[src/rtl/fetch.sv]
// Instruction-fetch stage of the sm83 core: owns the PC, issues byte reads and
// hands one opcode byte at a time to decode. Optional macro: SM83_HALT_BUG_EN.
module fetch #(
  parameter logic [15:0] RESET_PC = 16'h0000
) (
  input  logic        i_clk,
  input  logic        i_rst_n,
  output logic        o_mem_req,
  output logic [15:0] o_mem_addr,
  input  logic        i_mem_ack,
  input  logic [7:0]  i_mem_rdata,
  output logic [7:0]  o_instr,
  output logic        o_is_instr16,
  output logic [15:0] o_instr_pc,
  output logic        o_valid,
  input  logic        i_ready,
  input  logic        i_dec_is_instr16,
  input  logic        i_redirect,
  input  logic [15:0] i_redirect_pc,
  input  logic        i_halt_bug,
  output logic [15:0] o_pc
);

  typedef logic [7:0] instr_t;

  typedef enum logic [1:0] {
    S_REQ   = 2'd0,
    S_VALID = 2'd1,
    S_DRAIN = 2'd2
  } state_t;

  state_t      state_q, state_d;
  logic [15:0] pc_q, pc_d;
  logic [15:0] drain_addr_q, drain_addr_d;
  instr_t      instr_q, instr_d;
  logic [15:0] instr_pc_q, instr_pc_d;
  logic        is16_q, is16_d;
  logic        valid_q, valid_d;
  logic [15:0] pc_step_s;

`ifdef SM83_HALT_BUG_EN
  logic halt_q, halt_d;

  // Halt-bug flag: armed by a pulse, consumed by the next completed fetch, cleared by redirect.
  always_comb begin
    if (i_redirect) begin
      halt_d = 1'b0;
    end else if (i_halt_bug) begin
      halt_d = 1'b1;
    end else if ((state_q == S_REQ) && i_mem_ack) begin
      halt_d = 1'b0;
    end else begin
      halt_d = halt_q;
    end
  end

  // Halt-bug flag register.
  always_ff @(posedge i_clk or negedge i_rst_n) begin
    if (!i_rst_n) begin
      halt_q <= 1'b0;
    end else begin
      halt_q <= halt_d;
    end
  end

  assign pc_step_s = halt_q ? 16'd0 : 16'd1;
`else
  logic unused_halt_bug;
  assign unused_halt_bug = i_halt_bug;
  assign pc_step_s       = 16'd1;
`endif

  // Next-state logic; a redirect always wins over the handshake and the ack.
  always_comb begin
    state_d      = state_q;
    pc_d         = pc_q;
    drain_addr_d = drain_addr_q;
    instr_d      = instr_q;
    instr_pc_d   = instr_pc_q;
    is16_d       = is16_q;
    valid_d      = valid_q;
    case (state_q)
      S_REQ: begin
        if (i_redirect) begin
          pc_d    = i_redirect_pc;
          valid_d = 1'b0;
          is16_d  = 1'b0;
          if (i_mem_ack) begin
            state_d = S_REQ;
          end else begin
            // The read in flight must still complete at its original address.
            drain_addr_d = pc_q;
            state_d      = S_DRAIN;
          end
        end else if (i_mem_ack) begin
          instr_d    = i_mem_rdata;
          instr_pc_d = pc_q;
          pc_d       = pc_q + pc_step_s;
          valid_d    = 1'b1;
          state_d    = S_VALID;
        end else begin
          state_d = S_REQ;
        end
      end
      S_VALID: begin
        if (i_redirect) begin
          pc_d    = i_redirect_pc;
          valid_d = 1'b0;
          is16_d  = 1'b0;
          state_d = S_REQ;
        end else if (i_ready) begin
          is16_d  = i_dec_is_instr16;
          valid_d = 1'b0;
          state_d = S_REQ;
        end else begin
          state_d = S_VALID;
        end
      end
      S_DRAIN: begin
        if (i_redirect) begin
          pc_d = i_redirect_pc;
        end else begin
          pc_d = pc_q;
        end
        if (i_mem_ack) begin
          state_d = S_REQ;
        end else begin
          state_d = S_DRAIN;
        end
      end
      default: begin
        state_d = S_REQ;
      end
    endcase
  end

  // State and datapath registers.
  always_ff @(posedge i_clk or negedge i_rst_n) begin
    if (!i_rst_n) begin
      state_q      <= S_REQ;
      pc_q         <= RESET_PC;
      drain_addr_q <= 16'h0000;
      instr_q      <= 8'h00;
      instr_pc_q   <= 16'h0000;
      is16_q       <= 1'b0;
      valid_q      <= 1'b0;
    end else begin
      state_q      <= state_d;
      pc_q         <= pc_d;
      drain_addr_q <= drain_addr_d;
      instr_q      <= instr_d;
      instr_pc_q   <= instr_pc_d;
      is16_q       <= is16_d;
      valid_q      <= valid_d;
    end
  end

  // Request is gated by reset so the port is quiet while reset is held.
  assign o_mem_req    = i_rst_n && (state_q != S_VALID);
  assign o_mem_addr   = (state_q == S_DRAIN) ? drain_addr_q : pc_q;
  assign o_instr      = instr_q;
  assign o_is_instr16 = is16_q;
  assign o_instr_pc   = instr_pc_q;
  assign o_valid      = valid_q;
  assign o_pc         = pc_q;

endmodule

[config.mk]
export PLATFORM = sky130hd
export DESIGN_NAME = fetch
export DESIGN_NICKNAME = d
export VERILOG_FILES = /design/src/rtl/fetch.sv
export SDC_FILE = /design/constraint.sdc
export NUM_CORES = 1
export LEC_CHECK = 0
export BUFFER_PORTS_ARGS = -buffer_cell sky130_fd_sc_hd__buf_2
export CORE_MARGIN = 8
export CORE_UTILIZATION = 45
export DETAILED_ROUTE_END_ITERATION = 8
export GPL_TIMING_DRIVEN = 1
export MAX_ROUTING_LAYER = met4
export PLACE_DENSITY_LB_ADDON = 0.1
export SYNTH_ARGS = -nofsm -noshare
export SYNTH_HDL_FRONTEND = slang
export SYNTH_SLANG_ARGS = --single-unit
[constraint.sdc]
create_clock -name i_clk -period 3.4 [get_ports i_clk]
set_input_delay 0.68 -clock i_clk [delete_from_list [all_inputs] [get_ports i_clk]]
set_output_delay 0.68 -clock i_clk [all_outputs]
set_load 0.1 [all_outputs]
After elaboration in Yosys (flattened, before gate mapping)
Cells that the tools add are included.
{"block": "op_classes", "addsub": 1, "n_mul": 0, "div_mod_pow": 0, "magnitude_cmp": 0, "n_eq_ne": 7, "shifts": 0, "muxes": 20, "bitwise": 2, "n_reduce_logical": 10}
{"operator": "16-bit two-way mux", "n": 4}
{"operator": "16-bit one-hot mux with 2 select lines", "n": 1}
{"operator": "16-bit by 1-bit adder with 16-bit output (second input constant)", "n": 1}
{"operator": "3-bit AND reduction", "n": 5}
{"operator": "1-bit two-way mux", "n": 10}
{"operator": "3-bit inequality test (second input constant)", "n": 2}
{"operator": "2-bit one-hot mux with 3 select lines", "n": 1}
{"operator": "2-bit two-way mux", "n": 2}
{"operator": "2-bit by 1-bit inequality test with 1-bit output (second input constant)", "n": 2}
{"operator": "1-bit one-hot mux with 2 select lines", "n": 2}
{"operator": "2-bit nonzero test", "n": 2}
{"operator": "2-bit by 1-bit equality test with 1-bit output (second input constant)", "n": 1}
{"operator": "2-bit equality test (second input constant)", "n": 1}
{"operator": "2-bit zero test", "n": 1}
{"operator": "2-bit inequality test (second input constant)", "n": 1}
{"operator": "1-bit NOT", "n": 2}
{"operator": "2-bit OR reduction", "n": 1}
{"operator": "1-bit logical AND", "n": 1}
{"block": "totals", "regBits": 60, "latch_bits": 0, "ramBits": 0, "romBits": 0, "input_bits": 31, "output_inout_bits": 59, "word_cells": 47, "memories": 0}

Logic depth before layout (Yosys ltp)
Gate-level depths: netlist of run 1.
{"block": "logic_depth", "word_depth": 4, "mapped_depth": 9, "mapped_depth_nobuf": 6}

Worst setup path before layout of run 1
No wires, ideal clock.
{"block": "synth_timing", "path_kind": "flip-flop to output port", "startpoint": "register pc_q[2], in the netlist o_pc[2]", "endpoint": "output o_mem_addr[2]", "arrival_ns": 3.332, "path_slack_ns": -0.612, "stages_incl_launch_ff": 3, "cell_sequence": "dfrtp_1 -> inv_1 -> o21ai_0"}
{"block": "synth_via", "elab_chain_len": 1}
{"item": "start: declaration", "line": "33", "text": "logic [15:0] pc_q, pc_d;"}
{"item": "start signal: assignment", "line": "149", "text": "pc_q <= pc_d;"}
{"item": "16-bit two-way mux", "line": "160", "text": "assign o_mem_addr = (state_q == S_DRAIN) ? drain_addr_q : pc_q;"}
{"item": "end: declaration", "line": "9", "text": "output logic [15:0] o_mem_addr,"}
No other way between the ends.

Worst setup path in the final report of run 1
{"block": "layout_timing", "startpoint": "register state_q[0]", "endpoint": "output o_mem_addr[11]"}
{"block": "layout_via", "elab_chain_len": 2}
{"item": "start: declaration", "line": "32", "text": "state_t state_q, state_d;"}
{"item": "start signal: assignment", "line": "148", "text": "state_q <= state_d;"}
{"item": "2-bit equality test", "line": "160"}
{"item": "16-bit two-way mux", "line": "160"}
No other way between the ends.

==> impl_metrics.json, run 1 <==
{
  "finalWorstSetupSlack_ns": 0.5198,
  "cts_buffers": 9,
  "worst_pin_slew_ns": 0.7562,
  "fin_crit_ns": 2.880,
  "regArea_um2": 1501,
  "antenna_left": 0,
  "final-hold-violation-count": 0,
  "postCtsSetupBuffers": 0,
  "synth_area_leaders": "dfrtp_1 (50%), mux2_2 (16%), nand2_1 (3.0%)",
  "wl_per_cell_um": 16.97,
  "worstSetupPathType": "reg2out",
  "synth_area_leader_cell": "dfrtp_1",
  "drt-pass1-iter-count": 4,
  "clock_path_buffers": 2,
  "fin_crit_sh": 0.8471,
  "diodes": 0,
  "min_from": "o_instr_pc[4]",
  "cts_resized": 0,
  "finClkSkew_ns": 0.007357,
  "cts.hold.buffers_added": 0,
  "fin_nets": 394,
  "synthesis.nets": 307,
  "rr_worst_depth": 7,
  "die_x_um": 97.64,
  "num_vias": 2377,
  "critPathRequiredTime_ns": 2.72,
  "drv_slew": 0,
  "synth_area_um2": 2999,
  "synthCells": 271,
  "slew_headroom": 0.4959,
  "holdPathStages": 2,
  "end_kind": "primary output",
  "finalWeightedCongestion": 0.8202,
  "start_util": 0.4696,
  "drive_above_1_share": 0.4325,
  "maxCapViolCount": 0,
  "grt_pass1_wl_um": 12340,
  "post-dp-hpwl_um": 5390,
  "fmax_ghz": 0.3472,
  "yosysUniqueCellTypes": 45,
  "worstSetupStartpointType": "register",
  "status": "finished, final reports clean",
  "synthToLayoutAreaGrowth_pct": 21.99,
  "clk_pin_slew_worst_paths_ns": 0.06,
  "synthFlopType": "dfrtp_1",
  "grt-ovfl-total": 0,
  "worstSkewPairLatency_ns": 0.34,
  "syn_area_per_cell_um2": 11.07,
  "die_area_um2": 9533,
  "synth_common_cells": "dfrtp_1 (60), mux2_2 (43), nand2_1 (24), a21oi_1 (16), nor2_1 (16)",
  "grt_max_degree": 61,
  "timing.rr.start": "state_q[0]",
  "synthArstFlopShare": 1.000,
  "synth_most_common_cell": "dfrtp_1",
  "cts_sinks": 60,
  "tns_ns": 0,
  "synth_top_area_frac": 0.5006,
  "startpoint": "state_q[0]",
  "setup_viol": 0,
  "post-place-ws_ns": 0.8464,
  "multi_input_area_um2": 1364,
  "grt_usage": 0.1650,
  "antenna_found_initial": 0,
  "utilization": 0.5729,
  "cts-root-buf": "clkbuf_8",
  "wl_met3_um": 445,
  "cts_tree": "yes",
  "rows": 29,
  "routed.top_layer": "met4",
  "ys_warn_count": 0,
  "viasPerCell": 5.402,
  "wirelength_met1_um": 3603,
  "drt-total-wl_um": 7466,
  "boundaryPins": 90,
  "hold_path_class": "reg2reg",
  "synth_edf_count": 0,
  "io_buffers": 88,
  "rsz0062_at_grt": "false",
  "arrival_ns": 2.20,
  "crit_fanout": 12,
  "htreeDepth": 3,
  "synth_seq_cells": 60,
  "drc_errors": 0,
  "grt_pass1_vias": 2406,
  "first_iter_violations": 158,
  "coreArea_um2": 6386,
  "fillCellCount": 593,
  "wl_met2_um": 3340,
  "seq_area_frac_synth": 0.5006,
  "hold_slack_ns": 0.4734,
  "dieHeight_um": 97.64
}
==> flip-flops by register name (all words and copies together) (netlist names) <==
| register | flops |
|---|---|
| drain_addr_q | 16 |
| o_instr | 8 |
| o_instr_pc | 16 |
| o_is_instr16 | 1 |
| o_pc | 16 |
| o_valid | 1 |
| state_q | 2 |
==> cell usage in the layout, fill, tap and decap left out, types with 3 or more instances in the layout <==
| cell | count |
|---|---|
| a211oi_1 | 6 |
| a21oi_1 | 16 |
| a311oi_1 | 4 |
| buf_2 | 87 |
| buf_4 | 6 |
| clkbuf_1 | 4 |
| clkbuf_8 | 10 |
| dfrtp_1 | 60 |
| ha_1 | 5 |
| inv_1 | 8 |
| mux2_2 | 43 |
| nand2_1 | 24 |
| nand3_1 | 7 |
| nand4_1 | 6 |
| nor2_1 | 16 |
| nor3_1 | 5 |
| o21ai_0 | 10 |
| o21ai_1 | 5 |
| o22ai_1 | 4 |
| o31ai_1 | 3 |
| o32ai_1 | 5 |
==> logic make-up after synthesis <==
kind of cell,Yosys count,share of synthesized area
AND/OR/NAND/NOR,70,0.1193
buffers and inverters,27,0.04464
multiplexers,46,0.1719
flip-flops,60,0.5006
AO/OA/AOI/OAI,63,0.1427
adder cells (fa/ha/maj),5,0.02086
==> area by class of cell <==
type,count,share of cell area
tap,77,0.02633
sequential,60,0.4104
clock buffer,14,0.04172
clock inverter,2,0.002736
timing repair buffer,94,0.1368
multi-input combinational,184,0.3728
inverter,9,0.009234
==> stage by stage <==
| step | instances | area [um2] |
|---|---|---|
| 2_1_floorplan | 271 | 2999 |
| 3_3_place_gp | 424 | 3496 |
| 3_5_place_dp | 424 | 3496 |
| 4_1_cts | 440 | 3659 |
| 5_1_grt | 440 | 3659 |
| 6_report | 440 | 3659 |
==> layer usage <==
metal  global-route usage  vias up
li1                     -     1167
met1               0.2127     1120
met2               0.2364       81
met3              0.04836        9
met4              0.06643        0
met5                    -        -
==> critical path: stages, from the launching register on <==
cell	delay (ns)
dfrtp_1	0.40
inv_1	0.09
ha_1	0.43
buf_4	0.30
mux2_2	0.35
buf_2	0.29
==> final timing paths <==
| check | endpoint | slack (ns) |
|---|---|---|
| worst max-delay path | o_mem_addr[11] | 0.52 |
| worst min-delay path | o_instr_pc[4] | 0.47 |
| worst max register to register | o_pc[0] | 1.24 |
| worst min register to register | o_instr_pc[4] | 0.47 |
| max in group asynchronous | o_pc[9] | 2.32 |
| min in group asynchronous | o_instr[0] | 0.57 |
Power of run 1 is not shown: default switching activity piles up to over one toggle a cycle in this logic, so the estimate is an artifact.
==> inputs of run 2 (changes only) <==
==> constraint.sdc (replaced) <==
create_clock -name i_clk -period 2.62 [get_ports i_clk]
set_input_delay 0.524 -clock i_clk [delete_from_list [all_inputs] [get_ports i_clk]]
set_output_delay 0.524 -clock i_clk [all_outputs]
set_load 0.1 [all_outputs]
==> run 2 against run 1 <==
  * Register-to-register slack worse by 0.55 ns
  * Critical path depth stayed put
  * Clock-buffer cell count is 3 lower
  * Critical endpoint is now o_mem_addr[1]
  * Largest cell class unchanged
  * Highest routed layer unchanged
==> impl_metrics.json, run 2 (same netlist as run 1, synthesis figures left out) <==
{
  "status": "finished, final reports clean",
  "grt_max_degree": 61,
  "cts_tree": "yes",
  "drt-pass1-iter-count": 4,
  "top_usage_layer": "met2",
  "final-hold-violation-count": 0,
  "first_iter_violations": 178,
  "tns_ns": 0,
  "antenna_found_initial": 0,
  "antenna_left": 0,
  "use_met3": 0.05619,
  "fin_nets": 394,
  "post-dp-hpwl_um": 5358,
  "boundaryPins": 90,
  "clock_path_buffers": 2,
  "fmax_ghz": 0.4236,
  "worstSetupStartpointType": "register",
  "finalWeightedCongestion": 0.8988,
  "cts_sinks": 60,
  "critPathRequiredTime_ns": 2.10,
  "io_buffers": 88,
  "multi_input_area_um2": 1379,
  "synthToLayoutAreaGrowth_pct": 30.29,
  "arrival_ns": 1.84,
  "crit_fanout": 21,
  "fillCellCount": 547,
  "grt_usage": 0.1647,
  "drive_above_1_share": 0.4488,
  "diodes": 0,
  "worstSetupPathType": "reg2out",
  "final_cell_mix": "buf_2 (71), dfrtp_1 (60), mux2_2 (43), nand2_1 (24), buf_12 (17)",
  "fin_crit_sh": 0.9010,
  "maxCapViolCount": 0,
  "worstSkewPairLatency_ns": 0.33,
  "fin_crit_ns": 2.361,
  "cts.hold.buffers_added": 0,
  "setup_viol": 0,
  "grt_pass1_vias": 2456,
  "grtUsageMet2": 0.2375,
  "use_met1": 0.2040,
  "regArea_um2": 1501,
  "rsz0062_at_grt": "false",
  "grt_pass1_wl_um": 12480,
  "wl_per_cell_um": 17.24,
  "drv_slew": 0,
  "end_kind": "primary output",
  "slew_headroom": 0.4934,
  "grt-ovfl-total": 0,
  "htreeDepth": 3,
  "layout_commonest_cell": "buf_2",
  "dieHeight_um": 97.64,
  "cts_buffers": 9,
  "post-place-ws_ns": 0.6090,
  "cts-root-buf": "clkbuf_8",
  "hold_path_class": "in2reg",
  "viasPerCell": 5.562,
  "die_area_um2": 9533,
  "worst_pin_slew_ns": 0.7599,
  "num_vias": 2436,
  "coreArea_um2": 6386,
  "drt-total-wl_um": 7550,
  "clk_pin_slew_worst_paths_ns": 0.06,
  "die_x_um": 97.64,
  "cts_resized": 0,
  "finalWorstSetupSlack_ns": 0.2593,
  "drc_errors": 0,
  "rows": 29,
  "finClkSkew_ns": 0.006781,
  "start_util": 0.4696,
  "postCtsSetupBuffers": 0
}
-- run 2: cell count changes in the layout (fill, tap and decap cells not counted), sizes merged --
cell / delta
clkinv: +1
clkbuf: -3
-- run 2: critical path: stages, from the launching register on --
cell and delay [ns]:
dfrtp_1 0.40, inv_1 0.09, ha_1 0.14, buf_4 0.29
mux2_2 0.41, buf_12 0.17
-- run 2: final cells by class --
class / count / area share
clock buffers: 11 / 0.03618
clock inverters: 3 / 0.003842
multi-input cells: 184 / 0.3529
repair buffers: 94 / 0.1896
well taps: 77 / 0.02466
flip-flops and latches: 60 / 0.3842
inverters: 9 / 0.008646
-- run 2: worst paths after layout --
path | start | end | slack [ns] | depth (start not counted)
max | state_q[0] | o_mem_addr[1] | 0.26 | 5
min | i_mem_rdata[3] | o_instr[3] | 0.42 | 2
max reg2reg | state_q[0] | o_pc[14] | 0.69 | 6
min reg2reg | o_instr_pc[4] | o_instr_pc[4] | 0.47 | 2
max in group asynchronous | i_rst_n | o_pc[0] | 1.69 | 2
min in group asynchronous | i_rst_n | o_instr_pc[12] | 0.43 | 2
-- run 2: metrics by stage --
stage	hold slack [ns]	std cells	utilization	instance area, um2
2_1_floorplan	0.2284	271	-	3014
3_3_place_gp	0.4554	424	0.5874	3751
3_5_place_dp	0.4642	424	0.5874	3751
4_1_cts	0.4100	438	0.6119	3908
5_1_grt	0.4064	438	0.6119	3908
6_report	0.4204	438	0.6119	3908
-- run 2: routing by layer --
layer,routed length [um],part of all wire
met1,3552,0.47
met2,3362,0.45
met3,488,0.065
met4,146,0.019
met5,0,0
Power of run 2 is left out for the same reason.
